`config.mk`:
```
export PLATFORM = sky130hd
export DESIGN_NAME = constant_stream_source
export DESIGN_NICKNAME = d
export VERILOG_FILES = /design/src/rtl/constant_stream_source.sv
export SDC_FILE = /design/constraint.sdc
export NUM_CORES = 1
export LEC_CHECK = 0
export ABC_CLOCK_PERIOD_IN_PS = 4500
export CORE_MARGIN = 2
export CORE_UTILIZATION = 55
export CTS_CLUSTER_SIZE = 10
export DETAILED_ROUTE_END_ITERATION = 8
export PLACE_DENSITY = 0.88
export REMOVE_ABC_BUFFERS = 1
export SLEW_MARGIN = 0
export SYNTH_ARGS = -nofsm -noshare
export SYNTH_HDL_FRONTEND = slang
export SYNTH_SLANG_ARGS = --single-unit
```
`constraint.sdc`:
```
create_clock -name clock -period 4.5 [get_ports clock]
set_input_delay 0.45 -clock clock [delete_from_list [all_inputs] [get_ports clock]]
set_output_delay 0.45 -clock clock [all_outputs]
set_load 0.01 [all_outputs]
```
`src/rtl/constant_stream_source.sv`:
```
// Emits the constant word VALUE as a counted valid/ready stream, with count_in words per start command.
// Optional feature: define CONSTANT_STREAM_ABORT_EN to add an abort input that ends a run early.
module constant_stream_source #(
    parameter int                    WORD_WIDTH  = 8,
    parameter logic [WORD_WIDTH-1:0] VALUE       = '0,
    parameter int                    COUNT_WIDTH = 16
) (
    input  logic                   clock,
    input  logic                   clear,
    input  logic                   start,
    input  logic [COUNT_WIDTH-1:0] count_in,
    output logic                   busy,
    output logic                   done,
    output logic                   output_valid,
    input  logic                   output_ready,
    output logic [WORD_WIDTH-1:0]  output_data,
    output logic                   output_last
`ifdef CONSTANT_STREAM_ABORT_EN
    ,
    input  logic                   abort
`endif
);

    typedef enum logic {
        IDLE = 1'b0,
        RUN  = 1'b1
    } state_t;

    state_t                 state;
    logic [COUNT_WIDTH-1:0] counter;
    logic                   xfer;
    logic                   last_beat;
    logic                   end_run;

    assign xfer      = output_valid && output_ready;
    assign last_beat = (counter == COUNT_WIDTH'(1));

`ifdef CONSTANT_STREAM_ABORT_EN
    // An abort still lets a same-cycle transfer complete; the run simply stops after it.
    assign end_run = (xfer && last_beat) || abort;
`else
    assign end_run = xfer && last_beat;
`endif

    // NOTE: all state and outputs use non-blocking assignments so every output is a flop
    // and the clear branch, tested first, overrides every other input in the same cycle.
    always_ff @(posedge clock) begin
        if (clear) begin
            state        <= IDLE;
            counter      <= '0;
            busy         <= 1'b0;
            done         <= 1'b0;
            output_valid <= 1'b0;
            output_data  <= '0;
            output_last  <= 1'b0;
        end else begin
            done <= 1'b0;
            case (state)
                IDLE: begin
                    if (start) begin
                        if (count_in != '0) begin
                            state        <= RUN;
                            counter      <= count_in;
                            busy         <= 1'b1;
                            output_valid <= 1'b1;
                            output_data  <= VALUE;
                            output_last  <= (count_in == COUNT_WIDTH'(1));
                        end else begin
                            // Zero-length run: acknowledge with done but emit nothing.
                            done <= 1'b1;
                        end
                    end
                end
                RUN: begin
                    if (end_run) begin
                        state        <= IDLE;
                        counter      <= '0;
                        busy         <= 1'b0;
                        done         <= 1'b1;
                        output_valid <= 1'b0;
                        output_data  <= '0;
                        output_last  <= 1'b0;
                    end else if (xfer) begin
                        // counter >= 2 here, so the decrement can never wrap.
                        counter     <= counter - COUNT_WIDTH'(1);
                        output_last <= (counter == COUNT_WIDTH'(2));
                    end
                end
                default: state <= IDLE;
            endcase
        end
    end

endmodule

```
==> Word-level counts from Yosys, hierarchy flattened <==
Index checks and enable logic that the tools add are counted.
{ "classes": {"mux": 26, "add_sub_neg": 1, "n_eq_ne": 7, "n_bitwise": 1, "reduce_logical": 5} }
{ "op_table": {"columns": ["cell", "n"], "rows": [
  ["two-way mux 16 bit", 4],
  ["== test 16 x 1 -> 1 bit, second input constant", 2],
  ["one-hot mux 16 bit (2 select lines)", 1],
  ["two-way mux 8 bit", 3],
  ["== test 16 x 2 -> 1 bit, second input constant", 1],
  ["one-hot mux 8 bit (2 select lines)", 1],
  ["nonzero test 16 bit", 1],
  ["subtractor 16 x 1 -> 16 bit, second input constant", 1],
  ["two-way mux 1 bit", 13],
  ["one-hot mux 1 bit (2 select lines)", 4],
  ["AND reduction 3 bit", 2],
  ["inequality test 2 bit, second input constant", 2],
  ["inequality test 3 x 1 -> 1 bit, second input constant", 1],
  ["logical AND 1 bit", 2],
  ["inequality test 2 x 1 -> 1 bit, second input constant", 1],
  ["NOT 1 bit", 1]
]} }
{ "totals": {"in_bits": 20, "regBits": 28} }

==> Logic depth before layout (Yosys ltp) <==
Gate-level depths: netlist (run 1).
{ "logic_depth": {"word_depth": 4, "depth_mapped": 8, "ltp_nobuf": 7} }

==> Least setup slack after synthesis (run 1) <==
Ideal clock, no wire load.
{ "synth_path": {"kind": "input to register", "from": "input count_in[11]", "to": "register counter[10]", "arrival_ns": 1.631, "path_stages": 7, "n_path_buf": 2, "slack_ns": 2.737, "path_cell_list": "nor4_1 nand4_1 o21bai_2 and2_1 clkbuf_1 buf_2 o32ai_1"} }
{ "synth_via": {"elab_chain_len": 3} }
{ "synth_lines": {"columns": ["item", "line", "source"], "rows": [
  ["from (decl)", "11", "input logic [COUNT_WIDTH-1:0] count_in,"],
  ["nonzero test 16 bit", "61", "if (count_in != '0) begin"],
  ["inequality test 2 bit (no line)", null, null],
  ["AND reduction 3 bit (no line)", null, null],
  ["to (signal assigned)", "63", "counter <= count_in;"],
  ["to (signal assigned)", "85", "counter <= counter - COUNT_WIDTH'(1);"],
  ["to (decl)", "30", "logic [COUNT_WIDTH-1:0] counter;"]
]} }
Every way passes these cells.
A chain may end at the register's enable or synchronous reset.

==> Worst setup path after layout (run 1) <==
{ "layout_path": {"from": "register state", "to": "register counter[10]"} }
{ "layout_via": {"elab_chain_len": 3, "word_cells_on_any_way": 6, "classes_between": "eq/ne (3); mux (1); bitwise (1); reduce/logical (1)"} }
{ "layout_lines": {"columns": ["item", "line", "source"], "rows": [
  ["from (decl)", "29", "state_t state;"],
  ["from (signal assigned)", "49", "state <= IDLE;"],
  ["from (signal assigned)", "62", "state <= RUN;"],
  ["from (signal assigned)", "76", "state <= IDLE;"],
  ["NOT 1 bit", null, null],
  ["inequality test 2 bit (no line)", null, null],
  ["AND reduction 3 bit (no line)", null, null]
]} }
Several ways; a longest one is shown, not always the timed one.

==> results.toml, run 1 <==
[final_layout]
final_cell_mix = "clkdlybuf4s50_1 (23), dfxtp_1 (20), a21oi_1 (12)"
drive_gt1_share_pct = 7.39
final_common_cell = "clkdlybuf4s50_1"
area.growth.synth_to_final_pct = 13.3
nets = 227
antenna-diode-count = 0

[cts]
cts_tree = "built"
cts.sinks = 20
htree_levels = 1
clk_pin_slew_ps = 120
cts_buffers = 3
clk_latency_ps = 310
cts_hold_buf = 0
cts.repair.resized = 0
cts_buffer_depth = 2
cts_root_buffer = "clkbuf_4"
cts_setup_buffers = 0

[die]
die_y_um = 56.4
die_width_um = 56.4
start_util_pct = 59.3
fp.coreArea_sq_um = 2540
io_pins = 32
die_area_sq_um = 3180
rows = 18

[route]
drcViolationCount = 0
first_iter_violations = 149
first_pass_iters = 6
wl_mm = 4.07
wl_per_cell_um = 17.5
antenna_left = 0
vias_per_cell = 6.90
vias = 1607

[synthesis]
seq_area_frac_synth_pct = 26.5
synth_fa_ha_area_share_pct = 2.49
synth_compound_area_share_pct = 27.1
syn_area_sq_um = 1510
avgSynthCellArea_sq_um = 7.90
synth_seq_cells = 20
synth-xor-area-share_pct = 1.16
synthCells = 191
yosysWarningCount = 0
post_synth_mux_area_share_pct = 0.663
async_flop_share_pct = 0
synth_edf_count = 0
synth_top_family_by_area = "simple AND/OR/NAND/NOR gates"
synthSimpleGateAreaFrac_pct = 30.2
yosysUniqueCellTypes = 46
synth-main-ff-cell = "dfxtp_1"

[place]
place_congestion = 0.881
dpl.hpwl_mm = 2.69
dp_slack_ps = 1950
port_buffers = 23

[timing]
fin_worst_skew_ps = 5.85
max_freq_ghz = 0.414
fin_crit_sh_pct = 53.6
rsz0062_at_grt = "false"
fin_hold_ws_ps = 485
setup_viol = 0
relSlewSlack_pct = 33.9
min_period_ps = 2410
setup_slack_ps = 2090
slew_violations = 0
fin_setup_tns_ps = 0
hold_viol = 0
worst_pin_slew_ps = 988

[global_routing]
grt_max_degree = 32
first_global_vias = 1442
overflow = 0
grt_usage_pct = 25.4
antenna_found_initial = 0
grt_first_pass_wirelength_mm = 6.59

[worst_setup_path]
r2r_end = "counter[10]"
critPathArrivalTime_ps = 2620
path_class = "register to register"
crit_buf_inv = 0
r2r_start = "state"
worstPathRequired_ps = 4700
critPathLaunchType = "register"
max_stage_delay_ps = 670
critPathMaxFanout = 21
critPathTopFamily = "simple AND/OR/NAND/NOR gates"
cp_cell_sequence = "nand3_1, and2_1, o32ai_1"
critPathSlowestCell = "nand3_1"
reg2regPathDepth = 3
r2r_slack_ps = 2090
critPathCaptureType = "register"
critPathLaunch = "state"

[hold_path]
worstHoldEndpoint = "output_last"
worst_hold_startpoint = "output_last"
worstHoldPathCells = 2
hp-class = "register to register"

[pwr]
ir_worst_vdd_mv = 0.200
p_total_mw = 0.520
power.static_leakage_nw = 0.607
powerDensity_nw_per_um2 = 304

[status]
run_status = "complete, no violations"

[flow_run]
cap_viol_max_count = 0
## kinds of logic after synthesis
| kind of cell | after synthesis |
|---|---|
| AOI/OAI and AO/OA | 55 |
| and+or+nand+nor | 76 |
| other | 1 |
| DFF | 20 |
| xor gates and xnor gates | 2 |
| muxes | 1 |
| buffers and inverters | 33 |
| adders and majority gates | 3 |
## synth_stat cells, drive strengths merged (4+ instances only)
master / count / area share [%]
a211oi: 4 / 2.0
a21oi: 13 / 4.6
a222oi: 4 / 2.7
a22oi: 9 / 4.5
and3: 4 / 1.7
buf: 15 / 7.0
clkbuf: 8 / 2.0
dfxtp: 20 / 27
inv: 9 / 2.2
nand2: 6 / 1.5
nand2b: 10 / 4.1
nand3: 8 / 2.7
nor2: 11 / 2.9
nor3: 12 / 4.6
nor4: 9 / 5.0
o32ai: 9 / 5.2
## power breakdown
group          leakage, nW  switching [mW]  total, mW  internal [mW]
registers            0.165          0.0236      0.216          0.193
clock network       0.0210          0.0579      0.107         0.0494
logic                0.422           0.109      0.196         0.0874
total                0.607           0.190      0.520          0.330
## worst register-to-register path, stage by stage, from the launching register on
cell and delay, ps:
dfxtp_1 620, nand3_1 680, and2_1 630, o32ai_1 390
## registers in the layout, indices dropped and copies added (netlist names)
signal and count:
counter 16, done 1, output_last 1, output_valid 1
state 1
## through the flow
stage,std cells,instance area [sq um],util (%)
after floorplan,175,1400,-
after global placement,229,1670,65.8
after detailed placement,229,1670,65.8
after CTS,233,1710,67.2
after global routing,233,1710,67.2
final,233,1710,67.2
## per-layer routing
metal / share of wire [%] / GRT usage, % / vias to the layer above
li1: - / - / 744
met1: 41 / 33.4 / 736
met2: 45 / 40.8 / 111
met3: 11 / 5.53 / 16
met4: 2.8 / 9.18 / 0
met5: 0 / 0 / -
## worst max path at each step
| stage | slack (ps) | to | cells after the start |
|---|---|---|---|
| global route | 1910 | counter[10] | 3 |
| detailed placement | 1950 | counter[10] | 4 |
| floorplan | 2420 | output_last | 5 |
| finish | 2090 | counter[10] | 3 |
| CTS | 2190 | counter[10] | 3 |
| global placement | 1940 | output_last | 6 |
## area by class of cell
| class | instances | area (sq um) |
|---|---|---|
| multi-input cells | 145 | 960 |
| inverters | 10 | 38.8 |
| flip-flops and latches | 20 | 400 |
| well taps | 30 | 37.5 |
| fillers | 214 | 835 |
| clock buffers | 4 | 36.3 |
| repair buffers | 24 | 238 |
No activity file was read; power rests on OpenSTA's default activity.
==> inputs of run 2 (changes only) <==
ABC_CLOCK_PERIOD_IN_PS = 2450   (was 4500)
CORE_UTILIZATION = 51   (was 55)
PLACE_DENSITY = 0.83   (was 0.88)
clock period = 2.45 ns   (was 4.5 ns; I/O delays follow)
==> results.toml, run 2 (synthesis results as in run 1) <==
[status]
run_status = "complete, no violations"

[final_layout]
drive_gt1_share_pct = 11.3
utilization_pct = 64.0
top_register = "counter"
largest_reg_flops = 16
final_common_cell = "clkdlybuf4s50_1"
n_fill_cell = 255
antenna-diode-count = 0
area.growth.synth_to_final_pct = 17.9
nets = 236
final_cell_mix = "clkdlybuf4s50_1 (23), dfxtp_1 (20), a21oi_1 (12)"
fin_area_sq_um = 1780

[hold_path]
hp-class = "register to register"
worstHoldPathCells = 2
worst_hold_startpoint = "counter[11]"
worstHoldEndpoint = "counter[11]"

[timing]
fin_crit_sh_pct = 83.0
worst_pin_slew_ps = 618
relSlewSlack_pct = 58.7
fin_worst_skew_ps = 11.0
rsz0062_at_grt = "false"
fin_setup_tns_ps = 0
min_period_ps = 2030
slew_violations = 0
hold_viol = 0
max_freq_ghz = 0.492
setup_viol = 0
setup_slack_ps = 417

[route]
antenna_left = 0
wl_mm = 4.31
wl_per_cell_um = 17.7
first_iter_violations = 135
vias = 1638
vias_per_cell = 6.74
first_pass_iters = 5
drcViolationCount = 0

[worst_setup_path]
r2r_slack_ps = 420
critPathTopFamily = "compound AO/OA/AOI/OAI gates"
r2r_start = "counter[4]"
critPathLaunchType = "register"
critPathMaxFanout = 6
worstPathRequired_ps = 2640
crit_buf_inv = 0
critPathArrivalTime_ps = 2230
reg2regPathDepth = 5
path_class = "register to register"
r2r_end = "counter[13]"
critPathSlowestCell = "nor4_2"
max_stage_delay_ps = 510
critPathCaptureType = "register"
critPathLaunch = "counter[4]"
cp_cell_sequence = "nor4_2, nand3_1, o21ai_1, a2bb2oi_1, o32ai_1"

[flow_run]
cap_viol_max_count = 0

[cts]
clk_latency_ps = 310
htree_levels = 1
cts.repair.resized = 0
cts_setup_buffers = 0
cts_root_buffer = "clkbuf_4"
cts_buffers = 3
clk_pin_slew_ps = 120
cts_buffer_depth = 2
cts_tree = "built"
cts.sinks = 20
cts_hold_buf = 0

[die]
start_util_pct = 54.3
rows = 19
io_pins = 32
die_area_sq_um = 3410
fp.coreArea_sq_um = 2780
die_width_um = 58.4
die_y_um = 58.4

[place]
port_buffers = 23
place_congestion = 0.981
dpl_cell_area_sq_um = 1740
dp_slack_ps = 209
dpl.hpwl_mm = 3.19

[global_routing]
grt_max_degree = 20
overflow = 0
grt_first_pass_wirelength_mm = 6.95
grt_usage_pct = 26.5
antenna_found_initial = 0
first_global_vias = 1513

[pwr]
ir_worst_vdd_mv = 0.420
power.static_leakage_nw = 0.649
powerDensity_nw_per_um2 = 543
-- run 2: changes by cell type in the layout (fill, tap and decap cells not counted), sizes merged --
cell,before,now
buf,1,10
-- run 2: worst max path at each step --
stage / to / slack [ps] / cells past startpoint
floorplan: output_last / 570 / 5
global placement: counter[5] / 300 / 7
detailed placement: counter[9] / 210 / 7
CTS: counter[10] / 470 / 7
global route: counter[2] / 290 / 6
finish: counter[13] / 420 / 5
-- run 2: per-stage QoR --
step                power (mW)  instances  hold WS (ps)
CTS                      0.962        243           500
floorplan                0.636        175           314
global placement         0.758        239           467
global route              1.03        243           526
finish                   0.967        243           499
detailed placement       0.768        239           483
-- run 2: routing by layer --
layer | vias up | global-route usage, % | wire [um]
met5 | - | 0 | 0
met4 | 0 | 13.0 | 121
met3 | 14 | 5.27 | 332
met2 | 93 | 40.9 | 1980
met1 | 779 | 35.2 | 1880
li1 | 752 | - | -
-- run 2: cell type report --
class / count / area, sq um / share of cell area, %
multi-input combinational: 145 / 960 / 53.9
sequential: 20 / 400 / 22.5
timing repair buffer: 33 / 305 / 17.2
inverter: 10 / 38.8 / 2.18
tap: 31 / 38.8 / 2.18
clock buffer: 4 / 36.3 / 2.04
-- run 2: report_power, final --
group / switching [mW] / total (mW) / internal (mW)
logic: 0.207 / 0.378 / 0.171
clock network: 0.104 / 0.195 / 0.0909
registers: 0.0394 / 0.393 / 0.354
total: 0.351 / 0.967 / 0.616
-- run 2: tightest hold or removal path, cell delays in order, from the launching register on --
cell	delay [ps]
dfxtp_1	340
nand2b_1	70
o32ai_1	60
==> inputs of run 3 (changes only) <==
ABC_CLOCK_PERIOD_IN_PS = 2100   (was 2450)
clock period = 2.1 ns   (was 2.45 ns; I/O delays follow)
==> results.toml, run 3 (synthesis results as in run 1) <==
[status]
run_status = "finished, violations left"
failed_checks = "DRC"

[final_layout]
largest_reg_flops = 16
drive_gt1_share_pct = 14.5
final_cell_mix = "clkdlybuf4s50_1 (23), dfxtp_1 (20), buf_4 (19)"
area.growth.synth_to_final_pct = 22.0
antenna-diode-count = 0
final_common_cell = "clkdlybuf4s50_1"
n_fill_cell = 248
utilization_pct = 66.2
top_register = "counter"
fin_area_sq_um = 1840
nets = 245

[die]
die_width_um = 58.4
start_util_pct = 54.3
io_pins = 32
die_y_um = 58.4
die_area_sq_um = 3410
fp.coreArea_sq_um = 2780
rows = 19

[cts]
cts_hold_buf = 0
cts_buffer_depth = 2
cts_root_buffer = "clkbuf_4"
htree_levels = 1
cts.sinks = 20
clk_pin_slew_ps = 120
clk_latency_ps = 300
cts_tree = "built"
cts_buffers = 3

[timing]
min_period_ps = 2030
worst_pin_slew_ps = 504
relSlewSlack_pct = 66.1
max_freq_ghz = 0.492
hold_viol = 0
rsz0062_at_grt = "false"
slew_violations = 0
fin_crit_sh_pct = 96.7
fin_worst_skew_ps = 1.96
setup_viol = 0

[route]
wl_mm = 4.64
drcViolationCount = 2
wl_per_cell_um = 18.5
vias_per_cell = 6.76
first_iter_violations = 157
first_pass_iters = 9
antenna_left = 0
vias = 1698

[worst_setup_path]
reg2regPathDepth = 7
critical_path_cell_count = 7
critPathSlowestCell = "or3b_1"
max_stage_delay_ps = 420
critPathArrivalTime_ps = 2250
critPathLaunch = "counter[0]"
critPathCaptureType = "register"
worstPathRequired_ps = 2320
critPathMaxFanout = 7
path_class = "register to register"
cp_cell_sequence = "inv_1, ha_1, or3b_1, nor3_1, a21oi_1, or3_1, o32ai_1"
crit_buf_inv = 1
critPathTopFamily = "simple AND/OR/NAND/NOR gates"
critPathLaunchType = "register"
r2r_start = "counter[0]"

[global_routing]
first_global_vias = 1568
grt_max_degree = 20
grt_usage_pct = 27.7
grt_first_pass_wirelength_mm = 7.39
overflow = 0
antenna_found_initial = 0

[pwr]
powerDensity_nw_per_um2 = 614
ir_worst_vdd_mv = 0.416
power.static_leakage_nw = 0.689

[flow_run]
cap_viol_max_count = 0

[place]
dpl.hpwl_mm = 3.35
place_congestion = 0.976
port_buffers = 23
dpl_cell_area_sq_um = 1810

[hold_path]
hp-class = "register to register"
worst_hold_startpoint = "output_last"
worstHoldPathCells = 2
[run 3: cell types whose count changed in the layout (fill, tap and decap cells not counted), sizes merged]
cell,delta
buf,+9
clkbuf,-1
[run 3: worst paths after layout]
| check | end | slack (ps) |
|---|---|---|
| worst min register to register | output_last | 470 |
| worst max register to register | counter[4] | 70 |
| worst max-delay path | counter[4] | 70 |
| worst min-delay path | output_last | 470 |
[run 3: through the flow]
| step | hold slack, ps | power, mW | instances | worst slack, ps | TNS (ps) |
|---|---|---|---|---|---|
| after floorplan | 279 | 0.741 | 175 | 223 | 0 |
| after global placement | 469 | 0.907 | 248 | -4.02 | -5.87 |
| after detailed placement | 459 | 0.922 | 248 | -63.1 | -323 |
| after CTS | 476 | 1.11 | 251 | 89.2 | 0 |
| after global routing | 528 | 1.19 | 251 | 15.2 | 0 |
| final | 475 | 1.13 | 251 | 68.4 | 0 |
[run 3: worst register-to-register path: stages, from the launching register on]
cell and delay [ps]:
dfxtp_1 380, inv_1 140, ha_1 320, or3b_1 420, nor3_1 200, a21oi_1 60, or3_1 310, o32ai_1 120
[run 3: power breakdown]
group          switching, mW  internal, mW  leakage, nW
logic                  0.264         0.220        0.511
clock network          0.125        0.0670       0.0138
registers             0.0416         0.413        0.165
[run 3: routing by layer]
layer,global-route usage [%],vias up,share of wire (%),wire [um]
li1,-,769,-,-
met1,37.1,772,41,1900
met2,43.3,143,44,2030
met3,4.62,14,14,631
met4,13.0,0,1.8,82
met5,0,-,0,0
[run 3: area by class of cell]
type,count,area (sq um),area share [%]
clock buffers,3,22.5,1.22
inverters,10,38.8,2.11
well taps,31,38.8,2.11
repair buffers,42,373,20.3
multi-input cells,145,967,52.5
flip-flops and latches,20,400,21.8
[run 3: what timing repair did]
action	4_1_cts	5_1_grt
setup endpoints to repair	0	3
setup buffers	0	0
gates resized for setup	0	1
